`src/rtl/booth_seq_mul.sv`:
```
// Sequential radix-4 Booth multiplier: one recoded multiplier digit per clock.
// Computes a signed WIDTH x WIDTH -> 2*WIDTH product in WIDTH/2 RUN cycles.
module booth_seq_mul #(
    parameter int WIDTH = 32
) (
    input  logic                 clk,
    input  logic                 rst_n,
    input  logic                 in_valid,
    output logic                 in_ready,
    input  logic [WIDTH-1:0]     a,
    input  logic [WIDTH-1:0]     b,
    output logic                 out_valid,
    input  logic                 out_ready,
    output logic [2*WIDTH-1:0]   product,
    output logic                 enc_neg,
    output logic                 enc_zero,
    output logic                 enc_one,
    output logic                 enc_two
);

    localparam int PW = 2 * WIDTH;
    localparam int CW = $clog2(WIDTH / 2) + 1;

    localparam logic [1:0] IDLE = 2'b00;
    localparam logic [1:0] RUN  = 2'b01;
    localparam logic [1:0] DONE = 2'b10;

    localparam logic [CW-1:0] LAST_STEP = CW'(WIDTH / 2 - 1);

    // Radix-4 Booth digit decode, packed as {neg, zero, one, two}.
    function automatic logic [3:0] booth_enc(input logic [2:0] trip);
        logic [3:0] e;
        case (trip)
            3'b000, 3'b111: e = 4'b0100;
            3'b001, 3'b010: e = 4'b0010;
            3'b011:         e = 4'b0001;
            3'b100:         e = 4'b1001;
            3'b101, 3'b110: e = 4'b1010;
            default:        e = 4'b0100;
        endcase
        return e;
    endfunction

    logic [1:0]       state_r;
    logic [WIDTH-1:0] mcand_r;
    logic [WIDTH:0]   mplier_r;
    logic [PW-1:0]    acc_r;
    logic [CW-1:0]    step_r;
    logic [PW-1:0]    product_r;
    logic [3:0]       enc_r;

    logic [3:0]       cur_enc_s;
    logic [PW-1:0]    mcand_ext_s;
    logic [PW-1:0]    mag_s;
    logic [PW-1:0]    signed_pp_s;
    logic [PW-1:0]    pp_s;
    logic [PW-1:0]    acc_sum_s;
    logic [WIDTH:0]   mplier_shift_s;

    assign cur_enc_s      = booth_enc(mplier_r[2:0]);
    assign mcand_ext_s    = {{WIDTH{mcand_r[WIDTH-1]}}, mcand_r};
    assign mplier_shift_s = {{2{mplier_r[WIDTH]}}, mplier_r[WIDTH:2]};

    // Partial product of the current digit, weighted by 4^step.
    always_comb begin
        mag_s       = {PW{1'b0}};
        signed_pp_s = {PW{1'b0}};
        if (cur_enc_s[0]) begin
            mag_s = mcand_ext_s << 1;
        end else if (cur_enc_s[1]) begin
            mag_s = mcand_ext_s;
        end else begin
            mag_s = {PW{1'b0}};
        end
        if (cur_enc_s[3]) begin
            signed_pp_s = ~mag_s + PW'(1);
        end else begin
            signed_pp_s = mag_s;
        end
    end

    assign pp_s      = signed_pp_s << {step_r, 1'b0};
    assign acc_sum_s = acc_r + pp_s;

    // Control FSM and datapath registers; the encoder port is loaded one step ahead.
    always_ff @(posedge clk or negedge rst_n) begin
        if (!rst_n) begin
            state_r   <= IDLE;
            mcand_r   <= {WIDTH{1'b0}};
            mplier_r  <= {(WIDTH+1){1'b0}};
            acc_r     <= {PW{1'b0}};
            step_r    <= {CW{1'b0}};
            product_r <= {PW{1'b0}};
            enc_r     <= 4'b0000;
        end else begin
            case (state_r)
                IDLE: begin
                    if (in_valid) begin
                        mcand_r  <= a;
                        mplier_r <= {b, 1'b0};
                        acc_r    <= {PW{1'b0}};
                        step_r   <= {CW{1'b0}};
                        enc_r    <= booth_enc({b[1:0], 1'b0});
                        state_r  <= RUN;
                    end
                end
                RUN: begin
                    acc_r    <= acc_sum_s;
                    mplier_r <= mplier_shift_s;
                    step_r   <= step_r + CW'(1);
                    if (step_r == LAST_STEP) begin
                        product_r <= acc_sum_s;
                        enc_r     <= 4'b0000;
                        state_r   <= DONE;
                    end else begin
                        enc_r     <= booth_enc(mplier_shift_s[2:0]);
                    end
                end
                DONE: begin
                    if (out_ready) begin
                        state_r <= IDLE;
                    end
                end
                default: begin
                    state_r <= IDLE;
                    enc_r   <= 4'b0000;
                end
            endcase
        end
    end

    assign in_ready  = (state_r == IDLE);
    assign out_valid = (state_r == DONE);
    assign product   = product_r;
    assign enc_neg   = enc_r[3];
    assign enc_zero  = enc_r[2];
    assign enc_one   = enc_r[1];
    assign enc_two   = enc_r[0];

endmodule

```
`config.mk`:
```
export PLATFORM = sky130hd
export DESIGN_NAME = booth_seq_mul
export DESIGN_NICKNAME = d
export VERILOG_FILES = /design/src/rtl/booth_seq_mul.sv
export SDC_FILE = /design/constraint.sdc
export NUM_CORES = 1
export LEC_CHECK = 0
export CAP_MARGIN = 0
export CORE_ASPECT_RATIO = 1.2
export CORE_MARGIN = 2
export CORE_UTILIZATION = 49
export CTS_CLUSTER_SIZE = 24
export DETAILED_ROUTE_END_ITERATION = 8
export HOLD_SLACK_MARGIN = 0.1
export PLACE_DENSITY = 0.69
export SLEW_MARGIN = 30
export SYNTH_ARGS = -nofsm -noshare
export SYNTH_HDL_FRONTEND = slang
export SYNTH_SLANG_ARGS = --single-unit
export TNS_END_PERCENT = 20
```
`constraint.sdc`:
```
create_clock -name clk -period 7.5 [get_ports clk]
set_clock_uncertainty 0.05 [all_clocks]
set_input_delay 1.5 -clock clk [delete_from_list [all_inputs] [get_ports clk]]
set_output_delay 1.5 -clock clk [all_outputs]
set_load 0.01 [all_outputs]
```
# Word level (Yosys, flattened, before mapping)
# Memories as Yosys holds them, arrays and structs flattened.
# Cells that the tools add are included.
totals:
  ram_bits: 0
  rom_bits: 64
  wordCells: 52
  ff_bits: 204
  latch_bits: 0
  output_inout_bits: 70
  n_memories: 2
mem_list:
  columns: ["name", "words", "word_bits", "read_ports", "rd_ports_with_merged_regs", "write_ports", "line_no", "rtl"]
  rows:
  - ["(no name shown)", 8, 4, 1, 0, 0, "33", "case (trip)"]
  - ["(no name shown)", 8, 4, 1, 0, 0, "33", null]
op_classes:
  eq_ne: 9
  bitwise_logic: 3
  div_mod_pow: 0
  magnitude_cmp: 0
  reduce_logical: 9
  addsub: 3
  n_mux: 17
  shift: 1
  multipliers: 0
op_table:
  columns: ["operator", "count"]
  rows:
  - ["two-way mux 64 bit", 4]
  - ["case mux 64 bit (2 select lines)", 1]
  - ["case mux 33 bit (2 select lines)", 1]
  - ["adder 64 x 1 -> 64 bit, second input constant", 1]
  - ["adder 64 bit", 1]
  - ["NOT 64 bit", 1]
  - ["left shift 64 x 6 -> 64 bit", 1]
  - ["two-way mux 33 bit", 1]
  - ["case mux 4 bit (4 select lines)", 1]
  - ["case mux 4 bit (3 select lines)", 1]
  - ["case mux 5 bit (2 select lines)", 1]
  - ["two-way mux 4 bit", 2]
  - ["AND reduction 2 bit", 4]
  - ["equality test 2 bit, second input constant", 3]
  - ["two-way mux 2 bit", 3]
  - ["case mux 2 bit (3 select lines)", 1]
  - ["AND reduction 3 bit", 2]
  - ["adder 5 x 1 -> 5 bit, second input constant", 1]
  - ["equality test 5 x 4 -> 1 bit, second input constant", 1]
  - ["two-way mux 5 bit", 1]
  - ["equality test 2 x 1 -> 1 bit, second input constant", 2]
  - ["logical NOT 2 bit", 2]
  - ["!= test 2 bit, second input constant", 2]
  - ["!= test 2 x 1 -> 1 bit, second input constant", 1]
  - ["other kinds (2)", 3]

# Logic depth before layout (Yosys ltp)
# An unclocked memory read counts as a cell.
depth:
  depth_word: 9
  ltp_mapped: 32

# Worst setup path before layout
# OpenSTA, ideal clock, no wires.
synth_path:
  path_kind: "register to register"
  from: "register mplier_r[0]"
  to: "register product_r[63], in the netlist product[63]"
  path_stages_with_launch: 29
  period_less_slack_ps: 6229
  n_path_buf: 2
  path_slack_ps: 1271
  arrival_ps: 6046
  path_cell_list: "dfrtp_1 > ha_1 > mux2i_1 > buf_6 > buf_2 > mux2i_1 > ha_1 > nand4_2 > nor4_4 > nand2_2 > o31ai_4 > xnor2_1 > mux2_2 > mux2_2 > o21a_1 > a21oi_1 > ha_1 > a21oi_1 > o21ai_0 > o41ai_1 > o221ai_1 > inv_1 > nand2_1 > o21a_1 > a221o_1 > o22ai_1 > xor2_1 > xor2_1 > o21ai_1"
synth_via:
  elab_chain_cells: 8
synth_lines:
  columns: ["element", "line_no", "rtl"]
  rows:
  - ["start: declaration", "46", "logic [WIDTH:0] mplier_r;"]
  - ["start signal: assignment", "90", "mplier_r <= {(WIDTH+1){1'b0}};"]
  - ["start signal: assignment", "100", "mplier_r <= {b, 1'b0};"]
  - ["start signal: assignment", "109", "mplier_r <= mplier_shift_s;"]
  - ["memory (8 x 4 bit) (*)", null, null]
  - ["two-way mux 64 bit", "70", "end else if (cur_enc_s[1]) begin"]
  - ["two-way mux 64 bit", "68", "if (cur_enc_s[0]) begin"]
  - ["NOT 64 bit", "76", "signed_pp_s = ~mag_s + PW'(1);"]
  - ["adder 64 x 1 -> 64 bit", "76", null]
  - ["two-way mux 64 bit (*)", "75", "if (cur_enc_s[3]) begin"]
  - ["left shift 64 x 6 -> 64 bit (*)", "82", "assign pp_s = signed_pp_s << {step_r, 1'b0};"]
  - ["adder 64 bit (*)", "83", "assign acc_sum_s = acc_r + pp_s;"]
  - ["end signal: assignment", "93", "product_r <= {PW{1'b0}};"]
  - ["end signal: assignment", "112", "product_r <= acc_sum_s;"]
  - ["end: declaration", "49", "logic [PW-1:0] product_r;"]
# Every way passes the cells marked *; elsewhere a longest branch is shown, timed or not.
# A chain may end at the register's enable or synchronous reset.

# Worst setup path after layout
layout_path:
  from: "register mplier_r[0]"
  to: "register acc_r[56]"
layout_via:
  elab_chain_cells: 9
layout_lines:
  columns: ["element", "line_no", "rtl"]
  rows:
  - ["memory (8 x 4 bit) (*)", null, null]
  - ["two-way mux 64 bit", "70", null]
  - ["two-way mux 64 bit", "68", null]
  - ["NOT 64 bit", "76", null]
  - ["adder 64 x 1 -> 64 bit", "76", null]
  - ["two-way mux 64 bit (*)", "75", null]
  - ["left shift 64 x 6 -> 64 bit (*)", "82", null]
  - ["adder 64 bit (*)", "83", null]
  - ["case mux 64 bit (2 select lines) (*)", "96", "case (state_r)"]
  - ["end signal: assignment", "91", "acc_r <= {PW{1'b0}};"]
  - ["end signal: assignment", "101", "acc_r <= {PW{1'b0}};"]
  - ["end signal: assignment", "108", "acc_r <= acc_sum_s;"]
  - ["end: declaration", "47", "logic [PW-1:0] acc_r;"]
# Marked as above.

==> results.sh <==
export IMPL_yosysWarnings=0
export IMPL_synth_enable_flop_cells=0
export IMPL_synth_cells=1970
export IMPL_place_congestion=0.9777
export IMPL_fin_crit_ps=7082
export IMPL_initial_core_util_pct=49.49
export IMPL_hold_viol=0
export IMPL_rsz0062_at_grt="false"
export IMPL_critPathTopFamily="compound AO/OA/AOI/OAI gates"
export IMPL_fmax_ghz=0.1412
export IMPL_grt_max_degree=112
export IMPL_r2r_slack_ps=420
export IMPL_drive_gt1_share_pct=7.958
export IMPL_core_area_mm2=0.03127
export IMPL_cp_slowest_cell="or4_4"
export IMPL_grt_util_all_layers_pct=28.19
export IMPL_syn_cell_area_mm2=0.01547
export IMPL_max_slew_margin_pct=41.24
export IMPL_grt_pass1_wl_um=75750
export IMPL_min_to="product[30]"
export IMPL_yosys_most_used_dff="dfrtp_1"
export IMPL_ant_nets=0
export IMPL_syn_nets=2111
export IMPL_drc=0
export IMPL_ctsHtreeMaxLevel=1
export IMPL_cts_sinks=204
export IMPL_clockBufferDepth=3
export IMPL_synthMostInstantiatedCell="nand2_1"
export IMPL_critical_path_class="flop to flop"
export IMPL_min_period_over_period_pct=94.43
export IMPL_insertedDiodeCount=0
export IMPL_fin_area_mm2=0.01823
export IMPL_die_w_um=166.2
export IMPL_yosysTopAreaCell="dfrtp_1"
export IMPL_endpoint_kind="flop"
export IMPL_r2r_start="mplier_r[0]"
export IMPL_cts_hold_buf=0
export IMPL_cts_root_buf="clkbuf_16"
export IMPL_vias=14770
export IMPL_avgSynthCellArea_um2=7.855
export IMPL_clk_latency_ps=540
export IMPL_overflow=0
export IMPL_worstSetupStartpointType="flop"
export IMPL_fillers=2951
export IMPL_drt_iter0_markers=919
export IMPL_r2r_end="acc_r[56]"
export IMPL_synthTopCellsByCount="nand2_1 (303), dfrtp_1 (204), o21ai_0 (202), nor2_1 (171), a21oi_1 (155)"
export IMPL_cpMostUsedCell="mux2i_1"
export IMPL_grt_pass1_vias=14000
export IMPL_cts_made_buffers=22
export IMPL_yosysTopAreaCellShare_pct=32.99
export IMPL_top_level_ports=138
export IMPL_cpPeakStageDelay_ps=590
export IMPL_synthTopCellsByArea="dfrtp_1 (33%), nand2_1 (7.3%), o21ai_0 (6.5%)"
export IMPL_port_buffers=137
export IMPL_synth_seq_cells=204
export IMPL_hp_class="flop to flop"
export IMPL_dr_pass1_iters=5
export IMPL_num_rows=71
export IMPL_routedWlPerCell_um=19.05
export IMPL_max_cap_violations=0
export IMPL_async_flop_share_pct=100.0
export IMPL_cp_data_required_time_ps=7880
export IMPL_ys_seq_area_share_pct=32.99
export IMPL_rr_worst_depth=27
export IMPL_hp_start="product[30]"
export IMPL_slew_viol_final=0
export IMPL_hold_path_depth=2
export IMPL_synth_cell_types=86
export IMPL_dpl_cell_area_mm2=0.01740
export IMPL_die_area_mm2=0.03302
export IMPL_cts_tree="yes"
export IMPL_die_h_um=198.7
export IMPL_setup_violations=0
export IMPL_antenna_found_initial=0
export IMPL_outcome="completed"
export IMPL_fin_nets=2212
export IMPL_cp_arrival_ps=7460
export IMPL_worst_path_buf_inv=2
export IMPL_crit_fanout=8
export IMPL_vias_per_cell=5.938
export IMPL_wl_um=47370
export IMPL_tightest_slew_ps=879.3
export IMPL_path_clk_slew_ps=60
export IMPL_area_growth_syn_to_layout_pct=17.80
export IMPL_hpwl_um=35880
-- cells by family after synthesis --
family / synth area share [%]
flip-flops: 32.99
buffers and inverters: 4.221
XOR/XNOR: 4.641
AND/OR/NAND/NOR: 21.16
multiplexers: 5.401
AO/OA/AOI/OAI: 25.64
adder cells (fa/ha/maj): 5.951
-- worst max path at each step --
| stage | slack (ps) | startpoint | cells after the start | endpoint |
|---|---|---|---|---|
| final | 420 | mplier_r[0] | 27 | acc_r[56] |
| after floorplan | 1270 | mplier_r[0] | 28 | product[63] |
| after detailed placement | -20 | mplier_r[0] | 25 | acc_r[56] |
| after global placement | 120 | mplier_r[0] | 26 | product[60] |
| after global routing | 2 | mplier_r[0] | 27 | product[60] |
| after CTS | 100 | mplier_r[0] | 25 | acc_r[56] |
-- worst min-delay path: cells and delay by family (launching register included) --
family	cells	cell delay [ps]
AO/OA/AOI/OAI	1	60
flip-flops	1	340
AND/OR/NAND/NOR	1	40
-- final cells by class --
cell class / count / area [um2] / area share (%)
clock buffers: 32 / 648.1 / 3.555
clock inverters: 7 / 78.83 / 0.4324
inverters: 40 / 150.1 / 0.8236
multi-input cells: 1595 / 9786 / 53.68
flip-flops and latches: 204 / 5105 / 28.00
well taps: 401 / 501.7 / 2.752
repair buffers: 208 / 1961 / 10.75
-- state kept, by name, summed over array words and instances, names as in the netlist --
signal    flops
mplier_r     33
product      64
enc_r         4
acc_r        64
mcand_r      32
step_r        5
state_r       2
-- through the flow --
step                      setup TNS (ps)  hold slack, ps  utilization [%]  setup WS, ps  instances
final                                  0           423.5            58.30         418.1       2487
after global placement                 0           410.8            55.63         115.7       2444
after CTS                              0           432.8            57.96         100.1       2483
after detailed placement          -37.27           419.4            55.63        -24.38       2444
after global routing                   0           455.0            58.30         1.675       2487
after floorplan                        0           396.8                -          1271       1970
-- layer usage --
metal	vias up	share of wire (%)	GRT usage, %	routed length, um
met3	97	3.6	2.348	1703
met4	0	4.9	13.28	2308
met5	-	0	0	0
met1	7010	44	36.73	20630
li1	7300	-	-	-
met2	361	48	47.84	22730
-- what timing repair did --
action                                 4_1_cts  5_1_grt
pin swaps                                    0        1
setup endpoints to repair                    3       22
resized for setup                            1        6
endpoints found under the hold margin        0        0
buffers inserted                             0        3
-- cell usage in the layout, fill, tap and decap left out, types with 6 or more instances in the layout --
| cell type | instances |
|---|---|
| nor4_1 | 9 |
| o21bai_1 | 16 |
| nor3b_1 | 9 |
| or3_1 | 10 |
| nand4_1 | 14 |
| nand2_1 | 300 |
| nand2b_1 | 15 |
| clkdlybuf4s50_1 | 136 |
| o31ai_1 | 16 |
| xor2_1 | 36 |
| mux2i_1 | 42 |
| a21oi_1 | 155 |
| clkbuf_8 | 7 |
| inv_1 | 38 |
| o22ai_1 | 44 |
| xnor2_1 | 46 |
| o41ai_1 | 8 |
| mux2_2 | 19 |
| ha_1 | 71 |
| a21o_1 | 49 |
| nand3_1 | 90 |
| o211ai_1 | 6 |
| dfrtp_1 | 204 |
| a21boi_0 | 9 |
| and2_1 | 20 |
| nor2_1 | 169 |
| and3_1 | 27 |
| o21ai_1 | 11 |
| a31oi_1 | 22 |
| o21a_1 | 14 |
| o21ai_0 | 201 |
| clkbuf_16 | 22 |
| nor3_1 | 21 |
| a211oi_1 | 24 |
| buf_4 | 66 |
| nor2b_1 | 12 |
Power is not shown: default switching activity piles up to over one toggle a cycle in this logic, so the estimate is an artifact.
